### src/rtl/patch_mac_scheduler.sv
// Patch MAC scheduler: loads an N_TAPS kernel into kbuf, streams one patch at a time to the
// MAC pipeline and writes the returned sum to the result FIFO. Define PATCH_SCHED_RELU_EN to clamp negative results to 0.
module patch_mac_scheduler #(
  parameter int unsigned N_TAPS = 81
) (
  input  logic        bus_clk,
  input  logic        bus_rst,
  output logic        kernel_rden,
  input  logic [31:0] kernel_data,
  input  logic        kernel_empty,
  input  logic        kernel_open,
  output logic        patch_rden,
  input  logic [31:0] patch_data,
  input  logic        patch_empty,
  input  logic        patch_open,
  output logic        result_wren,
  output logic [31:0] result_data,
  input  logic        result_full,
  output logic        mac_valid,
  output logic [31:0] mac_kernel,
  output logic [31:0] mac_pixel,
  output logic        mac_first,
  output logic        mac_last,
  input  logic        mac_res_valid,
  input  logic [31:0] mac_res,
  output logic        busy,
  output logic        kernel_loaded,
  output logic [15:0] patch_count
);
  localparam int unsigned TAP_W = 8;
  localparam int unsigned IDX_W = (N_TAPS > 1) ? $clog2(N_TAPS) : 1;
  localparam logic [TAP_W-1:0] LAST_TAP = TAP_W'(N_TAPS - 1);
  localparam logic [TAP_W-1:0] N_TAPS_W = TAP_W'(N_TAPS);

  typedef enum logic [2:0] {IDLE, LOAD_K, RUN, WAIT, WRITE} state_t;

  state_t             state_q, state_d;
  logic [TAP_W-1:0]   tap_q, tap_d;
  logic [TAP_W-1:0]   rd_cnt_q, rd_cnt_d;
  logic               k_pop_q, p_pop_q;
  logic               loaded_d;
  logic [15:0]        count_d;
  logic               wren_d;
  logic [31:0]        rdata_d;
  logic               kbuf_we;
  logic [31:0]        kbuf [N_TAPS];

  function automatic logic [31:0] shape_res(input logic [31:0] r);
`ifdef PATCH_SCHED_RELU_EN
    return r[31] ? 32'd0 : r;
`else
    return r;
`endif
  endfunction

  // Operands issue in the cycle the popped patch word is on patch_data
  assign mac_valid  = p_pop_q && (state_q == RUN) && patch_open;
  assign mac_pixel  = mac_valid ? patch_data : 32'd0;
  assign mac_kernel = mac_valid ? kbuf[IDX_W'(tap_q)] : 32'd0;
  assign mac_first  = mac_valid && (tap_q == '0);
  assign mac_last   = mac_valid && (tap_q == LAST_TAP);
  assign busy       = (state_q != IDLE);

  always_comb begin
    state_d     = state_q;
    tap_d       = tap_q;
    rd_cnt_d    = rd_cnt_q;
    loaded_d    = kernel_loaded;
    count_d     = patch_count;
    wren_d      = 1'b0;
    rdata_d     = result_data;
    kbuf_we     = 1'b0;
    kernel_rden = 1'b0;
    patch_rden  = 1'b0;
    case (state_q)
      IDLE: begin
        if (!kernel_loaded && kernel_open && !kernel_empty) begin
          state_d = LOAD_K;
        end else if (kernel_loaded && kernel_open && !patch_empty && !result_full) begin
          state_d = RUN;
        end
      end
      LOAD_K: begin
        // rd_cnt counts pops, tap counts stored words (one cycle behind)
        kernel_rden = kernel_open && !kernel_empty && (rd_cnt_q < N_TAPS_W);
        if (kernel_rden) rd_cnt_d = rd_cnt_q + TAP_W'(1);
        if (k_pop_q) begin
          kbuf_we = 1'b1;
          tap_d   = tap_q + TAP_W'(1);
          if (tap_q == LAST_TAP) begin
            loaded_d = 1'b1;
            state_d  = IDLE;
            tap_d    = '0;
            rd_cnt_d = '0;
          end
        end
        if (!kernel_open) begin
          kbuf_we  = 1'b0;
          state_d  = IDLE;
          tap_d    = '0;
          rd_cnt_d = '0;
        end
      end
      RUN: begin
        patch_rden = patch_open && !patch_empty && (rd_cnt_q < N_TAPS_W);
        if (patch_rden) rd_cnt_d = rd_cnt_q + TAP_W'(1);
        if (mac_valid) begin
          tap_d = tap_q + TAP_W'(1);
          if (tap_q == LAST_TAP) begin
            state_d  = WAIT;
            tap_d    = '0;
            rd_cnt_d = '0;
          end
        end
        if (!patch_open) begin
          state_d  = IDLE;
          tap_d    = '0;
          rd_cnt_d = '0;
        end
      end
      WAIT: begin
        if (mac_res_valid) begin
          rdata_d = shape_res(mac_res);
          if (!result_full) begin
            wren_d  = 1'b1;
            count_d = patch_count + 16'd1;
            state_d = IDLE;
          end else begin
            state_d = WRITE;
          end
        end
      end
      WRITE: begin
        // result_data already holds the sum; only the write strobe waits for space
        if (!result_full) begin
          wren_d  = 1'b1;
          count_d = patch_count + 16'd1;
          state_d = IDLE;
        end
      end
      default: state_d = IDLE;
    endcase
    if (!kernel_open) loaded_d = 1'b0;
    if (bus_rst) begin
      kernel_rden = 1'b0;
      patch_rden  = 1'b0;
    end
  end

  always_ff @(posedge bus_clk) begin
    if (bus_rst) begin
      state_q       <= IDLE;
      tap_q         <= '0;
      rd_cnt_q      <= '0;
      k_pop_q       <= 1'b0;
      p_pop_q       <= 1'b0;
      kernel_loaded <= 1'b0;
      patch_count   <= '0;
      result_wren   <= 1'b0;
      result_data   <= '0;
    end else begin
      state_q       <= state_d;
      tap_q         <= tap_d;
      rd_cnt_q      <= rd_cnt_d;
      k_pop_q       <= kernel_rden;
      p_pop_q       <= patch_rden;
      kernel_loaded <= loaded_d;
      patch_count   <= count_d;
      result_wren   <= wren_d;
      result_data   <= rdata_d;
    end
  end

  // Kernel storage has no reset; it is only read after a complete load
  always_ff @(posedge bus_clk) begin
    if (kbuf_we) kbuf[IDX_W'(tap_q)] <= kernel_data;
  end

endmodule

### config.mk
export PLATFORM = sky130hd
export DESIGN_NAME = patch_mac_scheduler
export DESIGN_NICKNAME = d
export VERILOG_FILES = /design/src/rtl/patch_mac_scheduler.sv
export SDC_FILE = /design/constraint.sdc
export NUM_CORES = 2
export LEC_CHECK = 0
export ABC_AREA = 1
export CAP_MARGIN = 30
export CORE_MARGIN = 4
export CORE_UTILIZATION = 35
export CTS_BUF_LIST = sky130_fd_sc_hd__clkbuf_16
export CTS_CLUSTER_SIZE = 28
export DETAILED_ROUTE_END_ITERATION = 7
export PLACE_DENSITY = 0.56
export REMOVE_ABC_BUFFERS = 1
export SYNTH_ARGS = -nofsm -noshare
export SYNTH_HDL_FRONTEND = slang
export SYNTH_SLANG_ARGS = --single-unit
### constraint.sdc
create_clock -name bus_clk -period 5.6 [get_ports bus_clk]
set_input_delay 0.56 -clock bus_clk [delete_from_list [all_inputs] [get_ports bus_clk]]
set_output_delay 0.56 -clock bus_clk [all_outputs]
set_load 0.01 [all_outputs]
==> Word-level counts from Yosys, hierarchy flattened <==
Memories as Yosys holds them, arrays and structs flattened. A register that Yosys moved wholly into a read port is not among the register bits.
Index checks and enable logic that the tools add are counted.
{ "word_totals": {"inputBits": 104, "reg_bits": 71, "mem_count": 1, "mem_bits_rw": 2592, "word_cells": 101, "output_inout_bits": 120} }
{ "classes": {"bitwise_logic": 1, "reduce_logical": 28, "muxes": 46, "n_addsub": 3, "order_cmp": 1, "n_eq_ne": 12} }
{ "memory_table": {"columns": ["memory", "words", "word_bits", "read_ports", "rd_clocked_by_memory_dff", "wr", "line_no", "source"], "rows": [
  ["kbuf", 81, 32, 1, 1, 1, "46", "logic [31:0] kbuf [N_TAPS];"]
]} }
{ "op_table": {"columns": ["cell", "n"], "rows": [
  ["8-bit two-way mux", 13],
  ["32-bit two-way mux", 2],
  ["3-bit two-way mux", 11],
  ["16-bit two-way mux", 2],
  ["16-bit one-hot mux with 2 select lines", 1],
  ["8-bit one-hot mux with 2 select lines", 2],
  ["16-bit by 1-bit adder with 16-bit output (second input constant)", 1],
  ["8-bit by 1-bit adder with 8-bit output (second input constant)", 2],
  ["3-bit one-hot mux with 5 select lines", 1],
  ["7-bit two-way mux", 2],
  ["1-bit logical AND", 13],
  ["3-bit inequality test (second input constant)", 4],
  ["1-bit two-way mux", 11],
  ["8-bit by 7-bit == test with 1-bit output (second input constant)", 1],
  ["8-bit logical NOT", 1],
  ["8-bit by 7-bit < comparator with 1-bit output (second input constant)", 1],
  ["7-bit AND reduction", 1],
  ["3-bit by 2-bit == test with 1-bit output (second input constant)", 2],
  ["3-bit AND reduction", 2],
  ["1-bit logical NOT", 4],
  ["2-bit inequality test (second input constant)", 2],
  ["2-bit AND reduction", 2],
  ["2-bit nonzero test", 2],
  ["3-bit by 1-bit == test with 1-bit output (second input constant)", 1],
  ["7 further kinds", 7]
]} }

==> Logic depth before layout (Yosys ltp) <==
{ "depth": {"depth_word": 8, "mapped_depth": 14} }

==> Worst setup path before layout <==
OpenSTA, ideal clock, no wires.
{ "synth_path": {"path_kind": "input to register", "start": "input kernel_open", "end": "memory kbuf[16][0] (enable)", "arrival_ns": 3.380, "n_path_buf": 0, "slack_ns": 1.758, "stages": 6, "setup_time_ns": 0.461, "required_ns": 5.139, "path_cell_list": "nand4_1 > inv_1 > nand2_1 > nor2_1 > nand3_1 > nor3_1"} }
{ "synth_via": {"elab_chain_cells": 4} }
{ "synth_lines": {"columns": ["item", "line_no", "source"], "rows": [
  ["from (decl)", "11", "input logic kernel_open,"],
  ["1-bit two-way mux", "97", "if (!kernel_open) begin"],
  ["1-bit two-way mux", "75", "case (state_q)"],
  ["1-bit two-way mux", "176", "if (kbuf_we) kbuf[IDX_W'(tap_q)] <= kernel_data;"],
  ["1-bit two-way mux (implied by the code)", "176", null],
  ["to (decl)", "46", null]
]} }
Every way passes these cells.

==> run summary <==
Ys Warns - 0
sequential area share after synthesis - 0.735
crit path capture - mac_kernel[0]
first-pass GRT wire length - 493000 um
initial antenna violation count - 10
Pleak - 42.9 nW
Post-Synthesis Cells - 9010
# nets final - 9303
Final Cycle Share - 0.995
biggest area consumer among synthesized cells - edfxtp_1
Vias/cell - 5.39
# rows - 203
global route overflow - 0
DPL Wire Length - 197000 um
status - completed
non-filler instance count after layout - 13510
GPL Wtd Cong - 0.860
layout cell share with drive strength beyond 1 - 0.0843
max-cap viol count - 0
Synth area leaders - edfxtp_1 72%, nand3_1 9.5%, nand2_1 9.0%, nor2_1 1.5%, dfxtp_1 1.4%
H-tree depth - 5
Clock power frac - 0.354
Post-synth EDFFs - 2592
DR DRC count - 0
CP Data Arrival Time - 5.01 ns
Comb power frac - 0.211
DR WL/cell - 25.2 um
total core area - 0.307 mm^2
Seq pwr share - 0.436
clock-pin slew on the worst setup and hold paths - 0.05 ns
Power Density - 408 mW/mm^2
r2r endpoint - kbuf[25][30]
width of the chip - 564 um
Internal - 35.1 mW
maximum clock insertion buffer count - 4
Starting Density - 0.352
most common flop cell mapped by yosys - edfxtp_1
top cell type's share of synthesized area - 0.721
# clock sinks - 2670
worst r2r src - state_q[1]
Die ar. - 0.318 mm^2
CP endpoint kind - output pin
vias post-DR - 72752
Synth Register Bits - 2670
Worst Hold Class - in -> reg
Crit Path Category - reg -> out
ys async rst share - 0
Tmin final - 5.57 ns
Die Height - 564 um
final instance area - 0.124 mm^2
clock latency on the worst-skew pair - 0.85 ns
area post-placement - 0.115 mm^2
Setup crit start kind - flop
CTS tree - built
worst path required time - 5.04 ns
GR Util All Layers - 0.209
flop2flop setup slack - 1.97 ns
largest net degree at the start of global routing - 138
hold violation count in the final report - 0
switching share of power - 0.309
Iter 0 DRT Violations - 8792
Ports - 224
peak supply drop - 0.280 mV
placed insts - 12987
fin. max-slew vios - 0
Reg2Reg Depth - 8
drt total wl - 341000 um
Final Setup Violations - 0
area delta synth->final - 15.1%
CP Max Fanout - 66
NetSw - 15.7 mW
1st-pass router iterations - 7
fmax - 0.179 GHz
Rel. slew slack - 0.279
Worst Tran Pin Value - 1.08 ns
Setup TNS - 0 ns
CTS Buf Count - 291
pre-CTS setup slack - 0.721 ns
final worst slack - 0.0275 ns
Fin Clk Skew - 0.0563 ns
RSZ-0062 raised after global routing - no
Avg Cell Area, Syn - 12.0 um^2
Mapped Area - 0.108 mm^2
vias in the first global route - 69958
clk root buf - clkbuf_16
final antenna-violating net count - 0
Port Buf Inserts - 223
Cell variety after synth - 44
-- cells by family after synthesis --
kind of cell,count (synthesis),synth area share
adder cells (fa/ha/maj),5,0.000579
buffers and inverters,701,0.0351
flip-flops,2670,0.735
AND/OR/NAND/NOR,5126,0.203
AO/OA/AOI/OAI,501,0.0256
XOR/XNOR,7,0.000568
-- worst max-delay path, stage by stage, from the launching register on --
cell and delay [ns]:
dfxtp_4 0.72, inv_8 0.35, buf_4 0.40, nand3_1 0.17, nand3_1 0.09, nand2_1 0.15
nand2_1 0.06, nand2_1 0.37, nand2_1 0.24, nand3_1 0.21, nand3_1 0.31, a21oi_2 0.38
clkdlybuf4s50_1 0.60
-- repair_timing --
action / in CTS / in global routing
buffers inserted: 2 / 0
setup endpoints to repair: 3 / 1
endpoints found under the hold margin: 8 / 0
resized for setup: 2 / 1
hold buffers: 1 / 0
gates cloned: 1 / 0
-- per-layer routing --
layer	track usage	share of wire
met5	0	0.000047
met4	0.0845	0.046
met3	0.0389	0.086
met2	0.325	0.45
met1	0.288	0.41
-- cell type report --
type | count | area [um^2]
antenna | 4 | 10.0
clock buffer | 300 | 7510
clock inverter | 205 | 1250
fill | 28386 | 182000
inverter | 106 | 439
multi-input combinational | 5639 | 25400
sequential | 2670 | 79400
tap | 4100 | 5130
timing repair buffer | 485 | 5140
timing repair inverter | 1 | 8.76
-- flip-flops by register name (all words and copies together), names as in the netlist, named ones only --
register       cells
result_wren        1
p_pop_q            1
result_data       32
k_pop_q            1
kernel_loaded      1
rd_cnt_q           8
kbuf            2592
state_q            3
tap_q              8
patch_count       16
-- how the worst min path moves through the flow --
stage	to	slack, ns	start	depth (start not counted)
3_5_place_dp	result_data[9]	0.45	result_data[9]	2
6_report	kbuf[30][5]	0.07	kernel_data[5]	1
3_3_place_gp	result_data[17]	0.45	result_data[17]	2
2_1_floorplan	rd_cnt_q[7]	0.46	rd_cnt_q[7]	2
5_1_grt	kbuf[30][5]	0.05	kernel_data[5]	1
4_1_cts	kbuf[30][5]	0.03	kernel_data[5]	1
-- metrics by stage --
| step | total power, mW | util | hold slack [ns] |
|---|---|---|---|
| 2_1_floorplan | 27.9 | - | 0.459 |
| 3_3_place_gp | 32.9 | 0.374 | 0.448 |
| 3_5_place_dp | 33.1 | 0.376 | 0.454 |
| 4_1_cts | 50.9 | 0.405 | 0.0311 |
| 5_1_grt | 52.8 | 0.406 | 0.0479 |
| 6_report | 50.8 | 0.406 | 0.0742 |
-- cell usage in the layout, fill, tap and decap left out, types with 5 or more instances in the layout --
cell	count
inv_6	7
buf_4	188
o221ai_1	24
nor2_4	80
clkinv_2	54
nor2_2	5
inv_1	158
clkinv_1	60
xor2_1	5
edfxtp_1	2592
inv_2	7
clkdlybuf4s50_1	191
o22ai_1	96
nand2_2	5
o21ai_0	230
buf_12	63
dfxtp_1	73
bufinv_16	12
buf_16	14
ha_1	5
o211ai_1	11
nor3_1	18
clkbuf_16	300
buf_2	25
nor2_1	361
nand3_1	2053
a21oi_1	99
dfxtp_4	5
o21ai_1	34
nand2_1	2582
-- Yosys cell counts (8+ instances only) --
master and count:
a21oi_1 100, buf_1 47, buf_2 267, buf_4 100, buf_6 54, clkbuf_1 123, dfxtp_1 78, edfxtp_1 2592
inv_1 95, inv_2 8, nand2_1 2585, nand3_1 2053, nor2_1 440, nor3_1 20, o211ai_1 11, o21ai_0 230
o21ai_1 34, o221ai_1 24, o22ai_1 96
-- power groups by stage --
stage                     logic [mW]  clock network [mW]  registers, mW
after floorplan                 4.94                   0           22.9
after global placement          10.4                   0           22.5
after detailed placement        10.5                   0           22.5
after CTS                       10.6                18.2           22.1
after global routing            11.7                19.1           22.1
final                           10.7                17.9           22.1
No activity file was read; power rests on OpenSTA's default activity.
